File: config.mk
export PLATFORM = sky130hd
export DESIGN_NAME = exe_mem_stage
export DESIGN_NICKNAME = d
export VERILOG_FILES = /design/src/rtl/exe_mem_stage.sv
export SDC_FILE = /design/constraint.sdc
export NUM_CORES = 1
export LEC_CHECK = 0
export CORE_ASPECT_RATIO = 0.9
export CORE_MARGIN = 2
export CORE_UTILIZATION = 45
export DETAILED_ROUTE_END_ITERATION = 8
export MAX_ROUTING_LAYER = met4
export PLACE_DENSITY = 0.74
export SETUP_SLACK_MARGIN = 0.15
export SLEW_MARGIN = 20
export SYNTH_ARGS = -nofsm -noshare
export SYNTH_HDL_FRONTEND = slang
export SYNTH_SLANG_ARGS = --single-unit
File: constraint.sdc
create_clock -name clk -period 4.5 [get_ports clk]
set_input_delay 0.9 -clock clk [delete_from_list [all_inputs] [get_ports clk]]
set_output_delay 0.9 -clock clk [all_outputs]
set_load 0.01 [all_outputs]
File: src/rtl/exe_mem_stage.sv
// Execute-to-memory pipeline register with a one-deep skid buffer.
// It finalises the writeback result and issues a one-cycle fetch redirect for taken control flow.
module exe_mem_stage #(
    parameter int XLEN = 64
) (
    input  logic            clk,
    input  logic            rst,
    input  logic            ex_valid_i,
    output logic            ex_ready_o,
    input  logic [XLEN-1:0] alu_out_i,
    input  logic            compare_out_i,
    input  logic [XLEN-1:0] pc_i,
    input  logic [XLEN-1:0] imm_i,
    input  logic            op_word_i,
    input  logic            op_branch_i,
    input  logic            op_jal_i,
    input  logic            op_jalr_i,
    input  logic [4:0]      rd_idx_i,
    input  logic            rd_wen_i,
    output logic            mem_valid_o,
    input  logic            mem_ready_i,
    output logic [XLEN-1:0] result_o,
    output logic [4:0]      rd_idx_o,
    output logic            rd_wen_o,
    output logic            redirect_valid_o,
    output logic [XLEN-1:0] redirect_pc_o,
    input  logic            flush_i
);

    localparam int EW = XLEN + 6;

    typedef enum logic [1:0] {
        S_EMPTY = 2'd0,
        S_ONE   = 2'd1,
        S_TWO   = 2'd2
    } state_e;

    state_e          state_q, state_d;
    logic [EW-1:0]   main_q, main_d;
    logic [EW-1:0]   skid_q, skid_d;
    logic            ex_ready_q;
    logic            redir_valid_q, redir_valid_d;
    logic [XLEN-1:0] redir_pc_q, redir_pc_d;

    logic            accept_s;
    logic            drain_s;
    logic            taken_s;
    logic            new_wen_s;
    logic [XLEN-1:0] new_res_s;
    logic [XLEN-1:0] target_s;
    logic [EW-1:0]   new_entry_s;

    assign accept_s    = ex_valid_i & ex_ready_q;
    assign drain_s     = (state_q != S_EMPTY) & mem_ready_i;
    assign new_wen_s   = rd_wen_i & ~op_branch_i & (rd_idx_i != 5'd0);
    assign new_entry_s = {new_res_s, rd_idx_i, new_wen_s};

    // Decode the offered instruction into its writeback value and redirect target
    always_comb begin
        new_res_s = alu_out_i;
        taken_s   = 1'b0;
        if (op_jal_i || op_jalr_i) begin
            new_res_s = pc_i + XLEN'(3'd4);
            taken_s   = 1'b1;
        end else if (op_word_i) begin
            new_res_s = {{(XLEN-32){alu_out_i[31]}}, alu_out_i[31:0]};
        end else if (op_branch_i) begin
            taken_s   = compare_out_i;
        end else begin
            new_res_s = alu_out_i;
        end
        if (op_jalr_i) begin
            target_s = {alu_out_i[XLEN-1:1], 1'b0};
        end else begin
            target_s = pc_i + imm_i;
        end
    end

    // Occupancy FSM, entry movement and redirect generation; flush overrides everything
    always_comb begin
        state_d       = state_q;
        main_d        = main_q;
        skid_d        = skid_q;
        redir_valid_d = 1'b0;
        redir_pc_d    = redir_pc_q;
        if (flush_i) begin
            state_d = S_EMPTY;
        end else begin
            case (state_q)
                S_EMPTY: begin
                    if (accept_s) begin
                        main_d  = new_entry_s;
                        state_d = S_ONE;
                    end else begin
                        state_d = S_EMPTY;
                    end
                end
                S_ONE: begin
                    if (accept_s && !drain_s) begin
                        skid_d  = new_entry_s;
                        state_d = S_TWO;
                    end else if (!accept_s && drain_s) begin
                        state_d = S_EMPTY;
                    end else if (accept_s && drain_s) begin
                        main_d  = new_entry_s;
                        state_d = S_ONE;
                    end else begin
                        state_d = S_ONE;
                    end
                end
                S_TWO: begin
                    if (drain_s) begin
                        main_d  = skid_q;
                        state_d = S_ONE;
                    end else begin
                        state_d = S_TWO;
                    end
                end
                default: begin
                    state_d = S_EMPTY;
                end
            endcase
            if (accept_s && taken_s) begin
                redir_valid_d = 1'b1;
                redir_pc_d    = target_s;
            end else begin
                redir_valid_d = 1'b0;
            end
        end
    end

    // State and payload registers with synchronous reset
    always_ff @(posedge clk) begin
        if (rst) begin
            state_q       <= S_EMPTY;
            main_q        <= {EW{1'b0}};
            skid_q        <= {EW{1'b0}};
            ex_ready_q    <= 1'b1;
            redir_valid_q <= 1'b0;
            redir_pc_q    <= {XLEN{1'b0}};
        end else begin
            state_q       <= state_d;
            main_q        <= main_d;
            skid_q        <= skid_d;
            ex_ready_q    <= (state_d != S_TWO);
            redir_valid_q <= redir_valid_d;
            redir_pc_q    <= redir_pc_d;
        end
    end

    assign ex_ready_o       = ex_ready_q;
    assign mem_valid_o      = (state_q != S_EMPTY);
    assign result_o         = main_q[EW-1:6];
    assign rd_idx_o         = main_q[5:1];
    assign rd_wen_o         = main_q[0];
    assign redirect_valid_o = redir_valid_q;
    assign redirect_pc_o    = redir_pc_q;

endmodule

After elaboration in Yosys (flattened, before gate mapping)
Index checks and enable logic that the tools add are counted.
{"block": "word_totals", "reg_bits": 208, "latchBits": 0, "ramBits": 0, "rom_bits": 0, "inputBits": 208, "out_inout_bits": 137, "word_cells": 56, "memories": 0}
{"block": "op_classes", "addsub": 2, "multipliers": 0, "div": 0, "magnitude_cmp": 0, "n_eq_ne": 8, "n_shift": 0, "mux": 19, "n_bitwise": 6, "n_reduce_logical": 15}
{"operator": "$mux 70", "n": 5}
{"operator": "$pmux 70 s3", "n": 1}
{"operator": "$mux 64", "n": 3}
{"operator": "$add 64x3->64 const B", "n": 1}
{"operator": "$add 64x64->64", "n": 1}
{"operator": "$ne 2x2->1 const B", "n": 6}
{"operator": "$reduce_and 7->1", "n": 1}
{"operator": "$mux 1", "n": 6}
{"operator": "$mux 2", "n": 3}
{"operator": "$pmux 2 s3", "n": 1}
{"operator": "$reduce_bool 5->1", "n": 1}
{"operator": "$and 1x1->1", "n": 4}
{"operator": "$logic_and 1x1->1", "n": 4}
{"operator": "$reduce_and 3->1", "n": 1}
{"operator": "$reduce_bool 3->1", "n": 1}
{"operator": "$eq 2x1->1 const B", "n": 1}
{"operator": "$eq 2x2->1 const B", "n": 1}
{"operator": "$logic_not 1->1", "n": 2}
{"operator": "$logic_not 2->1", "n": 1}
{"operator": "$not 1->1", "n": 2}
{"operator": "$reduce_and 2->1", "n": 1}
{"operator": "$reduce_bool 2->1", "n": 1}
{"operator": "$reduce_or 2->1", "n": 1}
{"operator": "$logic_or 1x1->1", "n": 1}

Depth between registers and ports, before layout
Gate-level depths: netlist (run 1).
{"block": "depth", "ltp_word": 8, "ltp_mapped": 12, "depth_no_buf": 12}

Worst setup path after synthesis (run 1)
Ideal clock, no wire load.
{"block": "synth_timing", "kind": "input to register", "startpoint": "input pc_i[0]", "endpoint": "register redir_pc_q[60], in the netlist redirect_pc_o[60]", "arrival_time_ps": 3314, "t_required_ps": 4371, "setup_slack_ps": 1057, "cell_stages": 12, "path_cell_list": "ha_1 > fa_1 > a211o_1 > a21oi_1 > a211oi_1 > o21ai_1 > a2111oi_2 > o21ai_1 > o31ai_2 > a41oi_1 > xor2_1 > o41ai_2"}
{"block": "synth_between", "elab_chain_cells": 2}
{"item": "start, declared", "line": "12", "text": "input logic [XLEN-1:0] pc_i,"}
{"item": "$add 64x64->64", "line": "75", "text": "target_s = pc_i + imm_i;"}
{"item": "$mux 64", "line": "72", "text": "if (op_jalr_i) begin"}
{"item": "end signal, assigned", "line": "140", "text": "redir_pc_q <= {XLEN{1'b0}};"}
{"item": "end signal, assigned", "line": "147", "text": "redir_pc_q <= redir_pc_d;"}
{"item": "end, declared", "line": "43", "text": "logic [XLEN-1:0] redir_pc_q, redir_pc_d;"}
Every way passes these cells.
A chain may end at the register's enable or synchronous reset.

Final worst setup path (run 1)
Ends and elaborated chain as after synthesis.

==> impl_metrics.py, run 1 <==
metrics = {
    "run_status": {
        "outcome": "finished, final reports clean",
    },
    "setup_path": {
        "start_kind": "input port",
        "crit_fanout": 4,
        "crit_chain": "clkdlybuf4s50_1 -> ha_1 -> fa_1 -> a211o_1 -> a21oi_1 -> buf_4 -> a211oi_1 -> o21ai_1 -> a2111oi_2 -> o21ai_1 -> o31ai_2 -> a41oi_1 -> xor2_1 -> o41ai_2",
        "cpPeakStageDelay_ns": 0.53,
        "rr_startpoint": "state_q[0]",
        "cpMostUsedCell": "o21ai_1",
        "timing_worst_setup_path_type": "input port to flip-flop",
        "endpoint_kind": "flip-flop",
        "cp_slowest_cell": "a211oi_1",
        "required_ns": 4.94,
        "critPathArrivalTime_ns": 4.59,
        "crit_start": "pc_i[0]",
    },
    "min_path": {
        "hold_path.startpoint": "skid_q[2]",
        "hold_class": "flip-flop to flip-flop",
    },
    "power": {
        "power_uw": 5700,
        "power.density_nw_per_um2": 304,
        "cellLeakagePower_uw": 0.00700,
        "p_sw_frac": 0.318,
        "comb_power_share": 0.286,
        "pwr-share-seq": 0.351,
        "intPower_uw": 3890,
        "clock_power_share": 0.363,
        "switchingPower_uw": 1810,
        "ir_drop_uv": 301,
    },
    "clocking": {
        "clk_path_buf_depth": 3,
        "clk_pin_slew_ns": 0.06,
        "cts_root_buf": "clkbuf_16",
        "cts_buffers": 24,
        "cts_tree": "done",
        "cts_sinks": 208,
        "clock_latency_ns": 0.54,
        "holdBufCountCts": 0,
        "ctsResizeCount": 0,
        "htreeDepth": 1,
        "postCtsSetupRepairBufs": 0,
    },
    "detailed_routing": {
        "routed_via_density": 5.94,
        "ant_nets": 0,
        "avgRoutedWirePerCell_um": 22.0,
        "num_vias": 15800,
        "routed_wirelength_um": 58300,
        "drt_iter0_markers": 1723,
        "drc": 0,
        "drt_pass1_iterations": 8,
    },
    "sta": {
        "period_share": 0.921,
        "drv_slew": 0,
        "period_minus_slack_ns": 4.14,
        "tns_ns": 0,
        "rsz0062_at_grt": "no",
        "timing.fmax_mhz": 241,
        "tightest_slew_ns": 1.04,
        "setup_viol_count_final": 0,
        "final_hold_viol_count": 0,
        "slew_headroom": 0.309,
        "skew_ns": 0.0131,
    },
    "synthesis": {
        "ys_seq_area_frac": 0.298,
        "syn_inst": 1928,
        "ys_ff_latch": 208,
        "async_flop_share": 0,
        "syn_area_sq_um": 14000,
        "synth.net_count": 2204,
        "synth_edf_count": 0,
        "yosysWarnings": 0,
        "syn_avg_cell_area_sq_um": 7.25,
        "netlist-cell-type-count": 82,
        "synth_ff_type": "dfxtp_1",
    },
    "global_routing": {
        "grt_usage": 0.355,
        "grt_pass1_vias": 14300,
        "grt_max_degree": 97,
        "antenna_found_initial": 5,
        "grt_overflow": 0,
        "grt_pass1_wl_um": 85300,
    },
    "place": {
        "port_buffers": 344,
        "gp_congestion": 1.03,
        "dp.cells": 2607,
        "hpwl_um": 45400,
        "place_area_sq_um": 17900,
    },
    "floorplan": {
        "row_count": 61,
        "die_h_um": 171,
        "initial_core_util": 0.454,
        "dieArea_sq_um": 32500,
        "die_x_um": 190,
        "io_pins": 345,
        "core_sq_um": 30800,
    },
    "final_layout": {
        "nNetsFinal": 2500,
        "drive_gt1_frac": 0.0590,
        "final_cells": 2653,
        "area_growth_pct": 34.1,
        "fillCellCount": 2796,
        "design_area_sq_um": 18700,
    },
    "run": {
        "max_cap_violations": 0,
    },
}
-- final cells by class --
type	instances	area, sq um	area share
Clock buffer	29	639	0.0341
Tap cell	409	512	0.0273
Sequential cell	208	4160	0.222
Antenna cell	5	12.5	0.000668
Clock inverter	12	175	0.00935
Inverter	22	82.6	0.00441
Timing Repair Buffer	405	3950	0.211
Multi-Input combinational cell	1563	9200	0.491
-- flip-flops by register name, indices dropped and copies added (netlist names) --
signal,flops
main_q,70
redirect_pc_o,64
ex_ready_o,1
skid_q,70
redirect_valid_o,1
state_q,2
-- synthesized netlist by cell type (24+ instances only) --
library cell  instances  area share
clkbuf_1            113       0.030
ha_1                 67       0.060
a21oi_1             249       0.089
a211oi_1             59       0.032
o211ai_1             24       0.013
dfxtp_1             208        0.30
nor2_1              196       0.053
xor2_1               62       0.039
nand2_1             338       0.091
nand4_1              24       0.011
a311oi_1             37       0.023
nand3_1              50       0.018
o21ai_0             163       0.058
xnor2_1              56       0.035
-- metal layers --
metal	GRT usage	routed length [um]
met1	0.533	27500
met2	0.475	23500
met3	0.0699	6050
met4	0.0913	1320
met5	-	0
-- critical path, delay by kind of cell --
family,cells,cell delay (ns)
AO/OA/AOI/OAI,9,2.42
XOR/XNOR,1,0.18
adder cells (fa/ha/maj),2,0.43
buffers and inverters,2,0.64
-- per-stage QoR --
step | hold WS [ns] | util | setup WS, ns
after floorplan | 0.437 | - | 1.06
after global placement | 0.439 | 0.582 | -0.0195
after detailed placement | 0.446 | 0.582 | -0.0798
after CTS | 0.453 | 0.609 | 0.473
after global routing | 0.468 | 0.609 | 0.151
final | 0.455 | 0.609 | 0.357
-- cells in the final DEF, fill, tap and decap left out, types with 19 or more instances in the layout --
master and n:
a211oi_1 58, a21o_1 23, a21oi_1 249, a311oi_1 37, a31oi_1 19, and3_1 19, buf_4 59, clkbuf_16 24
clkdlybuf4s50_1 342, dfxtp_1 208, ha_1 67, inv_1 21, nand2_1 338, nand3_1 50, nand4_1 24, nor2_1 195
nor3_1 21, o211ai_1 24, o21ai_0 163, xnor2_1 56, xor2_1 62
-- power by group through the flow --
stage          logic, uW  clock network, uW  registers (uW)
6_report            1630               2070            2000
5_1_grt             1750               2160            2010
4_1_cts             1590               2100            2000
3_5_place_dp        1580                  0            2040
3_3_place_gp        1580                  0            2030
2_1_floorplan        807                  0            2070
-- final timing paths --
check,endpoint,slack [ns],depth (start not counted)
max reg2reg,main_q[9],1.70,10
min reg2reg,skid_q[2],0.45,2
min,skid_q[2],0.45,2
max,redirect_pc_o[60],0.36,14
-- logic make-up after synthesis --
kind of cell             synth area share
XOR/XNOR                           0.0740
buffers and inverters              0.0464
AND/OR/NAND/NOR                     0.225
flip-flops                          0.298
adder cells (fa/ha/maj)            0.0614
multiplexers                       0.0130
AO/OA/AOI/OAI                       0.282
Power figures use the tool's default switching activity.
==> inputs of run 2 (changes only) <==
--- a/config.mk
+++ b/config.mk
@@ -5,6 +5,7 @@
 export SDC_FILE = /design/constraint.sdc
 export NUM_CORES = 1
 export LEC_CHECK = 0
+export CAP_MARGIN = 20
 export CORE_ASPECT_RATIO = 0.9
 export CORE_MARGIN = 2
 export CORE_UTILIZATION = 45
==> results of run 2 <==
No change in the layout: final DEF, timing and power equal those of run 1.
==> inputs of run 3 (changes only) <==
--- a/config.mk
+++ b/config.mk
@@ -8,10 +8,9 @@
 export CAP_MARGIN = 20
 export CORE_ASPECT_RATIO = 0.9
 export CORE_MARGIN = 2
-export CORE_UTILIZATION = 45
+export CORE_UTILIZATION = 30
 export DETAILED_ROUTE_END_ITERATION = 8
 export MAX_ROUTING_LAYER = met4
-export PLACE_DENSITY = 0.74
 export SETUP_SLACK_MARGIN = 0.15
 export SLEW_MARGIN = 20
 export SYNTH_ARGS = -nofsm -noshare
==> constraint.sdc (replaced) <==
create_clock -name clk -period 4.1 [get_ports clk]
set_input_delay 0.82 -clock clk [delete_from_list [all_inputs] [get_ports clk]]
set_output_delay 0.82 -clock clk [all_outputs]
set_load 0.01 [all_outputs]
==> run 3 against run 2 <==
Net effect: register-to-register slack worse by 0.18 ns; final area up 5.7%; sequential cell count unchanged; sequential share of layout area down 1.2 points; combinational power up 17%; largest power group unchanged; largest cell class unchanged; global-route usage down 9.3 points; sequential power up 10%; utilization down 18 points; die area up 49%; critical path depth up 1; first-iteration DRC count down 12%; wire length up 9.3%.
==> impl_metrics.py, run 3 (same netlist as run 1, synthesis figures left out) <==
metrics = {
    "run_status": {
        "outcome": "finished, final reports clean",
    },
    "detailed_routing": {
        "avgRoutedWirePerCell_um": 21.6,
        "drt_iter0_markers": 1521,
        "num_vias": 15800,
        "ant_nets": 0,
        "routed_wirelength_um": 63700,
        "drc": 0,
        "routed_via_density": 5.34,
        "drt_pass1_iterations": 5,
    },
    "global_routing": {
        "grt_max_degree": 172,
        "grt_pass1_vias": 14900,
        "grt_pass1_wl_um": 94500,
        "antenna_found_initial": 6,
        "grt_overflow": 0,
        "grt_usage": 0.262,
    },
    "power": {
        "power.density_nw_per_um2": 329,
        "cellLeakagePower_uw": 0.00750,
        "ir_drop_uv": 296,
    },
    "setup_path": {
        "crit_fanout": 4,
        "timing_worst_setup_path_type": "input port to flip-flop",
        "rr_startpoint": "state_q[1]",
        "critPathArrivalTime_ns": 4.18,
        "crit_start": "pc_i[0]",
        "endpoint_kind": "flip-flop",
        "required_ns": 4.58,
        "start_kind": "input port",
    },
    "place": {
        "gp_congestion": 0.975,
        "port_buffers": 344,
        "hpwl_um": 50000,
    },
    "clocking": {
        "cts_buffers": 27,
        "cts_sinks": 208,
        "clk_path_buf_depth": 3,
        "cts_tree": "done",
        "htreeDepth": 1,
        "cts_root_buf": "clkbuf_16",
        "clk_pin_slew_ns": 0.06,
        "clock_latency_ns": 0.59,
    },
    "floorplan": {
        "core_sq_um": 45600,
        "io_pins": 345,
        "initial_core_util": 0.306,
        "dieArea_sq_um": 48300,
        "die_x_um": 231,
        "row_count": 74,
        "die_h_um": 209,
    },
    "min_path": {
        "hold_path.startpoint": "skid_q[24]",
        "hold_class": "flip-flop to flip-flop",
    },
    "final_layout": {
        "nNetsFinal": 2597,
        "drive_gt1_frac": 0.0991,
        "layout_common_cells": "clkdlybuf4s50_1 (342), nand2_1 (338), a21oi_1 (248)",
        "final_common_cell": "clkdlybuf4s50_1",
        "area_growth_pct": 41.7,
        "post-route-util": 0.434,
        "fillCellCount": 4666,
    },
    "sta": {
        "rsz0062_at_grt": "no",
        "skew_ns": 0.0293,
        "final_hold_viol_count": 0,
        "period_minus_slack_ns": 3.69,
        "setup_viol_count_final": 0,
        "tns_ns": 0,
        "slew_headroom": 0.435,
        "period_share": 0.901,
        "tightest_slew_ns": 0.848,
        "timing.fmax_mhz": 271,
        "drv_slew": 0,
    },
    "run": {
        "max_cap_violations": 0,
    },
}
[run 3: changes by cell type in the layout (fill, tap and decap cells not counted), moves of 2 or more]
cell	before	now
bufinv_16	4	1
diode_2	5	7
clkbuf_8	2	7
buf_4	59	150
clkbuf_1	3	5
clkbuf_16	24	27
buf_12	4	6
clkinv_2	6	4
[run 3: final timing paths]
check	endpoint	slack (ns)	cells past startpoint
max reg2reg	main_q[37]	1.52	10
max	redirect_pc_o[60]	0.41	15
min reg2reg	skid_q[24]	0.45	2
min	skid_q[24]	0.45	2
[run 3: stage by stage]
step,instance area (sq um),instances,hold slack [ns],setup WS [ns],total power (uW)
final,19800,2955,0.453,0.406,6520
after global placement,18900,2900,0.441,-0.194,4130
after CTS,19800,2948,0.454,0.355,6550
after detailed placement,18900,2900,0.447,-0.249,4120
after global routing,19800,2954,0.465,0.231,6810
after floorplan,14000,1928,0.437,0.737,3150
[run 3: repair_timing]
action                     CTS  global route
hold buffers                 0             0
buffers inserted             0             0
setup endpoints to repair    0             3
resized for setup            0             1
[run 3: final cells by class]
| class | instances | area, sq um | area share |
|---|---|---|---|
| Sequential cell | 208 | 4160 | 0.210 |
| Clock buffer | 39 | 791 | 0.0399 |
| Multi-Input combinational cell | 1563 | 9200 | 0.465 |
| Tap cell | 608 | 761 | 0.0384 |
| Inverter | 22 | 82.6 | 0.00417 |
| Clock inverter | 9 | 97.6 | 0.00493 |
| Timing Repair Buffer | 499 | 4680 | 0.236 |
| Antenna cell | 7 | 17.5 | 0.000885 |
[run 3: worst max-delay path, cell delays in order]
cell and delay (ns):
clkdlybuf4s50_1 0.50, ha_1 0.20, fa_1 0.21, a211o_1 0.15, a21oi_2 0.09, a211oi_1 0.33
o21ai_1 0.11, buf_4 0.16, a2111oi_2 0.42, o21ai_1 0.14, buf_4 0.17, o31ai_2 0.30
a41oi_1 0.19, xor2_1 0.19, o41ai_2 0.20
[run 3: power by group]
group,switching [uW],internal (uW),leakage [uW],total (uW)
combinational,1040,871,0.00536,1910
clock,997,1410,0.000439,2400
sequential,72.7,2130,0.00170,2200
total,2110,4410,0.00750,6520
[run 3: metal layers]
metal  vias to the layer above  part of all wire  global-route usage
met2                       541              0.41               0.365
met5                         -                 0                   -
met4                         0             0.019              0.0583
li1                       7679                 -                   -
met1                      7488              0.51               0.398
met3                        73             0.063              0.0281
